$ cat src/rtl/fifo_wr_arbiter.sv
// Round-robin write-port arbiter sharing one synchronous FIFO between two producers.
// Grants are combinational ready signals; the FIFO write port is driven from registers.
// Grants are throttled by the full/almostfull flags and write acknowledges are checked.
module fifo_wr_arbiter #(
  parameter int unsigned FIFO_WIDTH = 16,
  parameter int unsigned BURST_MAX  = 4,
  parameter int unsigned CNT_W      = 16
) (
  input  logic                  clk,
  input  logic                  rst_n,
  input  logic                  req0,
  input  logic [FIFO_WIDTH-1:0] data0,
  input  logic                  req1,
  input  logic [FIFO_WIDTH-1:0] data1,
  output logic                  gnt0,
  output logic                  gnt1,
  output logic                  fifo_wr_en,
  output logic [FIFO_WIDTH-1:0] fifo_data_in,
  input  logic                  fifo_full,
  input  logic                  fifo_almostfull,
  input  logic                  fifo_wr_ack,
  input  logic                  fifo_overflow,
  output logic [1:0]            owner,
  output logic [CNT_W-1:0]      gnt_cnt0,
  output logic [CNT_W-1:0]      gnt_cnt1,
  output logic                  err_noack,
  output logic                  err_overflow
);

  localparam int unsigned       BurstW   = $clog2(BURST_MAX + 1);
  localparam logic [BurstW-1:0] BurstMax = BurstW'(BURST_MAX);
  localparam logic [BurstW-1:0] BurstOne = BurstW'(1);

  typedef enum logic [1:0] {
    StIdle = 2'b00,
    StOwn0 = 2'b01,
    StOwn1 = 2'b10
  } state_e;

  state_e                state_q, state_d;
  logic [BurstW-1:0]     burst_cnt_q, burst_cnt_d;
  logic                  rr_ptr_q, rr_ptr_d;
  logic                  fifo_wr_en_q;
  logic [FIFO_WIDTH-1:0] fifo_data_in_q;
  logic [CNT_W-1:0]      gnt_cnt0_q, gnt_cnt1_q;
  logic                  ack_pend_q;
  logic                  err_noack_q, err_overflow_q;

  logic                  slot;
  logic                  grant0, grant1;
  logic [BurstW-1:0]     burst_inc;

  // A write already in flight will consume the last slot flagged by almostfull.
  assign slot      = !fifo_full && !(fifo_almostfull && fifo_wr_en_q);
  assign burst_inc = (burst_cnt_q < BurstMax) ? burst_cnt_q + BurstOne : BurstMax;

  // Grant selection and ownership next-state; grants are only issued with the matching request.
  always_comb begin
    state_d     = state_q;
    burst_cnt_d = burst_cnt_q;
    rr_ptr_d    = rr_ptr_q;
    grant0      = 1'b0;
    grant1      = 1'b0;
    if (rst_n && slot) begin
      unique case (state_q)
        StIdle: begin
          if (req0 && (!req1 || !rr_ptr_q)) begin
            grant0      = 1'b1;
            state_d     = StOwn0;
            burst_cnt_d = BurstOne;
          end else if (req1) begin
            grant1      = 1'b1;
            state_d     = StOwn1;
            burst_cnt_d = BurstOne;
          end
        end
        StOwn0: begin
          if (req0 && (burst_cnt_q < BurstMax || !req1)) begin
            grant0      = 1'b1;
            burst_cnt_d = burst_inc;
          end else if (req1) begin
            grant1      = 1'b1;
            state_d     = StOwn1;
            burst_cnt_d = BurstOne;
            rr_ptr_d    = 1'b0;
          end else begin
            state_d  = StIdle;
            rr_ptr_d = 1'b1;
          end
        end
        StOwn1: begin
          if (req1 && (burst_cnt_q < BurstMax || !req0)) begin
            grant1      = 1'b1;
            burst_cnt_d = burst_inc;
          end else if (req0) begin
            grant0      = 1'b1;
            state_d     = StOwn0;
            burst_cnt_d = BurstOne;
            rr_ptr_d    = 1'b1;
          end else begin
            state_d  = StIdle;
            rr_ptr_d = 1'b0;
          end
        end
        default: begin
          state_d = StIdle;
        end
      endcase
    end
  end

  // Arbitration state register.
  always_ff @(posedge clk) begin
    if (!rst_n) begin
      state_q     <= StIdle;
      burst_cnt_q <= '0;
      rr_ptr_q    <= 1'b0;
    end else begin
      state_q     <= state_d;
      burst_cnt_q <= burst_cnt_d;
      rr_ptr_q    <= rr_ptr_d;
    end
  end

  // Registered FIFO write port: the granted word is written one cycle after the grant edge.
  always_ff @(posedge clk) begin
    if (!rst_n) begin
      fifo_wr_en_q   <= 1'b0;
      fifo_data_in_q <= '0;
    end else begin
      fifo_wr_en_q <= grant0 | grant1;
      if (grant0) begin
        fifo_data_in_q <= data0;
      end else if (grant1) begin
        fifo_data_in_q <= data1;
      end
    end
  end

  // Per-requester transfer counters, free-running with wrap.
  always_ff @(posedge clk) begin
    if (!rst_n) begin
      gnt_cnt0_q <= '0;
      gnt_cnt1_q <= '0;
    end else begin
      if (grant0) gnt_cnt0_q <= gnt_cnt0_q + CNT_W'(1);
      if (grant1) gnt_cnt1_q <= gnt_cnt1_q + CNT_W'(1);
    end
  end

  // Sticky error flags; reset also discards any write still awaiting its acknowledge.
  always_ff @(posedge clk) begin
    if (!rst_n) begin
      ack_pend_q     <= 1'b0;
      err_noack_q    <= 1'b0;
      err_overflow_q <= 1'b0;
    end else begin
      ack_pend_q <= fifo_wr_en_q;
      if (ack_pend_q && !fifo_wr_ack) err_noack_q <= 1'b1;
      if (fifo_overflow) err_overflow_q <= 1'b1;
    end
  end

  assign gnt0         = grant0;
  assign gnt1         = grant1;
  assign fifo_wr_en   = fifo_wr_en_q;
  assign fifo_data_in = fifo_data_in_q;
  assign owner        = 2'(state_q);
  assign gnt_cnt0     = gnt_cnt0_q;
  assign gnt_cnt1     = gnt_cnt1_q;
  assign err_noack    = err_noack_q;
  assign err_overflow = err_overflow_q;

endmodule

$ cat config.mk
export PLATFORM = sky130hd
export DESIGN_NAME = fifo_wr_arbiter
export DESIGN_NICKNAME = d
export VERILOG_FILES = /design/src/rtl/fifo_wr_arbiter.sv
export SDC_FILE = /design/constraint.sdc
export NUM_CORES = 1
export LEC_CHECK = 0
export ABC_AREA = 0
export ABC_CLOCK_PERIOD_IN_PS = 3700
export CORE_MARGIN = 2
export CORE_UTILIZATION = 50
export CTS_CLUSTER_DIAMETER = 100
export DETAILED_ROUTE_END_ITERATION = 6
export GPL_ROUTABILITY_DRIVEN = 0
export PLACE_DENSITY = 0.95
export SLEW_MARGIN = 25
export SYNTH_ARGS = -nofsm -noshare
export SYNTH_HDL_FRONTEND = slang
export SYNTH_SLANG_ARGS = --single-unit
$ cat constraint.sdc
create_clock -name clk -period 3.7 [get_ports clk]
set_input_delay 0.555 -clock clk [delete_from_list [all_inputs] [get_ports clk]]
set_output_delay 0.555 -clock clk [all_outputs]
set_load 0.03 [all_outputs]
* Yosys cells after proc, flatten, opt, wreduce, memory -nomap -nowiden
Cells that the tools add are included.
Word-level totals: bits in read-only memories 0, register bits after elaboration 58, memories kept 0, output and inout bits 55, bits in latches 0, input bits 40, RAM bits 0, logic and storage cells 76
Operators by class: equal/unequal tests 6, reduce and logical (&&, ||, !) cells 23, magnitude comparators 1, muxes and demuxes 32, bitwise operators 1, shift-type cells 0, multipliers 0, $add $sub $neg 3, divide/modulo/power cells 0
Operator list (count):
- 16-bit by 1-bit adder with 16-bit output, second input constant | 2
- 16-bit 2-to-1 mux | 2
- 3-bit 2-to-1 mux | 6
- 1-bit 2-to-1 mux | 14
- 2-bit 2-to-1 mux | 5
- 3-bit case mux with 3 select lines | 1
- 4-bit AND reduction | 2
- 1-bit logical AND | 7
- 1-bit zero test | 6
- 3-bit inequality test, second input constant | 2
- 1-bit case mux with 3 select lines | 2
- 2-bit case mux with 3 select lines | 1
- 2-bit inequality test, second input constant | 2
- 2-bit nonzero test | 2
- 3-bit by 1-bit adder with 3-bit output, second input constant | 1
- 1-bit logical OR | 3
- 3-bit less-than comparator, second input constant | 1
- 3-bit AND reduction | 1
- 3-bit nonzero test | 1
- 2-bit by 1-bit equality test with 1-bit output, second input constant | 1
- 2-bit equality test, second input constant | 1
- 2-bit zero test | 1
- 1-bit case mux with 2 select lines | 1
- 1-bit OR | 1

* Logic depth before layout (Yosys ltp)
depth after elaboration 8, mapped depth 9, gate-level depth less buffers 8

* Worst setup path after synthesis
No wires, ideal clock.
path kind register -> output, from reg state_q[1] (netlist: owner[1]), to out gnt1, buffers on the path 2, cell stages (with the launch flop) 7, arrival time 2004 ps, data required time 3145 ps, path slack 1141 ps, path through dfxtp_1 > ha_1 > clkbuf_1 > a21o_1 > a21oi_1 > buf_2 > nor2_1
Between the ends: word-level cells in the longest chain between the ends 3
RTL lines:
- from (decl) | RTL line 40 | state_e state_q, state_d;
- from (signal assigned) | RTL line 115 | state_q <= StIdle;
- from (signal assigned) | RTL line 119 | state_q <= state_d;
- 2-bit equality test, or another cell as far along | RTL line 65 | unique case (state_q)
- 1-bit case mux with 3 select lines (*) | RTL line 65
- 1-bit 2-to-1 mux (*) | RTL line 64 | if (rst_n && slot) begin
- to (decl) | RTL line 16 | output logic gnt1,
Mark *: on every way between the ends. The rest lies on a longest branch, timed or not.

* Worst setup path in the final report
from in req0, to out gnt1
Between the ends: word-level cells in the longest chain between the ends 6
RTL lines:
- from (decl) | RTL line 11 | input logic req0,
- 1-bit zero test | RTL line 92 | if (req1 && (burst_cnt_q < BurstMax || !req0)) begin
- 1-bit logical OR | RTL line 92
- 1-bit logical AND | RTL line 92
- 1-bit 2-to-1 mux | RTL line 92
- 1-bit case mux with 3 select lines (*) | RTL line 65
- 1-bit 2-to-1 mux (*) | RTL line 64
Marked as above.

==> run_results.csv <==
group,metric,value,unit
floorplan,fp.dieW,84.80,um
power_and_ir_drop,p_leak,1.480,nW
global_route,grt_pass1_vias,3340,
setup_path,r2r_slack,1.18,ns
setup_path,setup.worst_path.end,"gnt1",
setup_path,reg2reg_depth,7,
timing,rsz0062_at_grt,"no",
logic_synthesis,synth_cell_types,48,
drt,vias_per_cell,6.376,
cts,path_clk_slew,0.06,ns
logic_synthesis,postSynthAreaPerCell,8.021,sq um
timing,max-slew-margin-rel,33.24,%
logic_synthesis,ys.flop_type,"dfxtp_1",
setup_path,crit_type,"input port to output pin",
drt,wire_per_inst,16.84,um
setup_path,cp-end-kind,"output pin",
global_route,antenna_found_initial,0,
cts,cts_max_path_buffers,2,
cts,cts_buffers,9,
setup_path,crit_cells,6,
global_route,met1_usage,33.45,%
logic_synthesis,async_flop_share,0,%
setup_path,cp.buffers_inverters,2,
power_and_ir_drop,peakVddDrop,0.2209,mV
run,drv_cap,0,
setup_path,r2r_start,"owner[1]$_SDFFE_PN0P_",
global_route,grt_max_degree,43,
setup_path,r2r-end,"gnt_cnt1[7]$_SDFFE_PN0P_",
timing,finalMaxSlewViolations,0,
floorplan,num_rows,29,
global_route,grt.met3_usage,5.015,%
setup_path,crit_chain,"clkdlybuf4s50_1, nand2b_1, a21o_1, a21oi_1, nor2_1, buf_4",
logic_synthesis,syn_nets,454,
setup_path,crit_fanout,18,
cells_and_area,area_growth,34.53,%
global_route,grt_use_met2,43.02,%
logic_synthesis,syn-cell-area,0.003264,sq mm
timing,skew,0.006697,ns
placed_design,io_buffers,94,
floorplan,core,0.006350,sq mm
timing,hold_violations,0,
floorplan,start_util,51.41,%
timing,finalCritPeriodShare,82.38,%
logic_synthesis,yosysSeqAreaShare,35.57,%
setup_path,slowest_stage,"clkdlybuf4s50_1",
cells_and_area,final_area,0.004392,sq mm
logic_synthesis,yosysWarnings,0,
cts,cts.sinks,58,
cells_and_area,layout_common_cells,"92 x clkdlybuf4s50_1, 58 x dfxtp_1, 40 x nand2_1, 30 x nand3_1, 27 x a21oi_1",
cts,clock_latency,0.34,ns
floorplan,fp.dieArea,0.007191,sq mm
global_route,grt_pass1_wl,15.51,mm
setup_path,crit_arrival,2.49,ns
cells_and_area,layout_commonest_cell,"clkdlybuf4s50_1",
power_and_ir_drop,power.density,381.9,mW/mm^2
timing,fin_tns_setup,0,ns
cts,cts_tree,"done",
placed_design,dp_hpwl,6.492,mm
cts,cts_root_buffer,"clkbuf_8",
setup_path,cpPeakStageDelay,0.61,ns
cts,cts_hold_buffers,0,
cells_and_area,final_nets,534,
logic_synthesis,synth-seq-cells,58,
setup_path,cp-start-kind,"input port",
cts,cts-resized-gates,0,
global_route,grt_usage,26.24,%
global_route,grt.busiest_layer,"met2",
cts,post_cts_buffers,0,
cells_and_area,num_antenna_cells,0,
logic_synthesis,synth_edf_count,0,
cells_and_area,layout-drive-gt1-share,5.714,%
drt,first_pass_iters,5,
timing,tightest_slew,1.000,ns
worst_hold_path,min_path_type,"flop to flop",
run_status,outcome,"finished clean",
setup_path,startpoint,"req0",
drt,routed_wl,9.550,mm
drt,vias,3615,
drt,drt-initial-drc-count,358,
drt,remaining_drc_errors,0,
global_route,overflow,0,
floorplan,ios,95,
setup_path,cp.required,3.14,ns
logic_synthesis,netlist_instances,407,
timing,finalCriticalPeriod,3.048,ns
placed_design,placed_area,0.004213,sq mm
cts,h-tree-depth,3,
timing,setup_violations,0,
floorplan,die_y,84.80,um
timing,clock.fmax,328.1,MHz
drt,ant_nets,0,
setup_path,cpLargestDelayFamily,"buffers and inverters",
==> metrics by stage <==
stage | total power, mW | hold WS, ns | setup slack [ns] | instances | utilization (%)
floorplan | 0.9714 | 0.4333 | 1.141 | 407 | -
global placement | 1.131 | 0.4407 | 0.8319 | 553 | 66.34
detailed placement | 1.144 | 0.4558 | 0.7360 | 553 | 66.34
CTS | 1.673 | 0.4768 | 0.7059 | 567 | 69.14
global route | 1.741 | 0.5108 | 0.6008 | 567 | 69.16
finish | 1.677 | 0.4678 | 0.6519 | 567 | 69.16
==> cells in the mapped netlist, types with 2 or more instances <==
cell | n | area [sq um]
a21o_1 | 2 | 15.01
a21oi_1 | 27 | 135.1
a22oi_1 | 2 | 15.01
a31oi_1 | 17 | 106.4
a41oi_1 | 16 | 140.1
and2_1 | 5 | 31.28
and3_1 | 6 | 37.54
and4_1 | 18 | 157.7
buf_2 | 9 | 45.04
clkbuf_1 | 20 | 75.07
dfxtp_1 | 58 | 1161
ha_1 | 7 | 87.58
inv_1 | 11 | 41.29
mux2i_1 | 7 | 70.07
nand2_1 | 40 | 150.1
nand2b_1 | 6 | 37.54
nand3_1 | 30 | 150.1
nand3b_1 | 2 | 15.01
nand4_1 | 11 | 68.82
nor2_1 | 17 | 63.81
nor2b_1 | 2 | 12.51
nor3_1 | 4 | 20.02
nor4_1 | 3 | 18.77
o21ai_0 | 26 | 130.1
o21bai_1 | 2 | 15.01
o31ai_1 | 16 | 120.1
or2b_1 | 3 | 22.52
or3_1 | 8 | 50.05
or4_1 | 12 | 90.09
xor2_1 | 2 | 17.52
==> area by class of cell <==
| cell class | count | area (sq um) |
|---|---|---|
| fill | 475 | 1958 |
| multi-input combinational | 307 | 1934 |
| sequential | 58 | 1161 |
| timing repair buffer | 100 | 980.9 |
| clock buffer | 12 | 165.2 |
| tap | 77 | 96.34 |
| inverter | 11 | 41.29 |
| clock inverter | 2 | 12.51 |
==> flip-flops by register name, indices dropped and copies added, names as in the netlist <==
signal        flops
owner             2
ack_pend_q        1
fifo_data_in     16
err_noack         1
rr_ptr_q          1
err_overflow      1
fifo_wr_en        1
gnt_cnt1         16
gnt_cnt0         16
burst_cnt_q       3
==> worst register-to-register path, cell delays in order, from the launching register on <==
cell and delay, ns:
dfxtp_1 0.35, inv_1 0.11, ha_1 0.39, a21o_1 0.47, a21oi_1 0.19, buf_4 0.25
or4_1 0.51, a21oi_1 0.17
==> per-layer routing <==
metal / wire length (um) / up-vias
met5: 0 / -
met4: 266 / 0
met3: 702 / 31
met2: 4662 / 175
met1: 3919 / 1704
li1: - / 1705
==> how the worst min path moves through the flow <==
stage	start	to	slack, ns	cells after the start
final	ack_pend_q$_SDFF_PN0_	err_noack$_SDFFE_PN0P_	0.47	2
after global routing	ack_pend_q$_SDFF_PN0_	err_noack$_SDFFE_PN0P_	0.51	2
after CTS	ack_pend_q$_SDFF_PN0_	err_noack$_SDFFE_PN0P_	0.48	2
after detailed placement	ack_pend_q$_SDFF_PN0_	err_noack$_SDFFE_PN0P_	0.46	2
after global placement	ack_pend_q$_SDFF_PN0_	err_noack$_SDFFE_PN0P_	0.44	2
after floorplan	ack_pend_q$_SDFF_PN0_	err_noack$_SDFFE_PN0P_	0.43	2
==> report_power, final <==
part           internal, mW  switching (mW)  leakage [nW]
clock network         0.289           0.246        0.0903
logic                 0.175           0.262         0.918
registers             0.665          0.0398         0.471
total                  1.13           0.548          1.48
==> cells by family after synthesis <==
kind of cell / count (synthesis) / synth area share (%)
buffers and inverters: 42 / 5.404
XOR/XNOR: 3 / 0.8051
adder cells (fa/ha/maj): 7 / 2.683
AND/OR/NAND/NOR: 174 / 30.59
multiplexers: 7 / 2.147
flip-flops: 58 / 35.57
AO/OA/AOI/OAI: 116 / 22.81
Power figures use the tool's default switching activity.
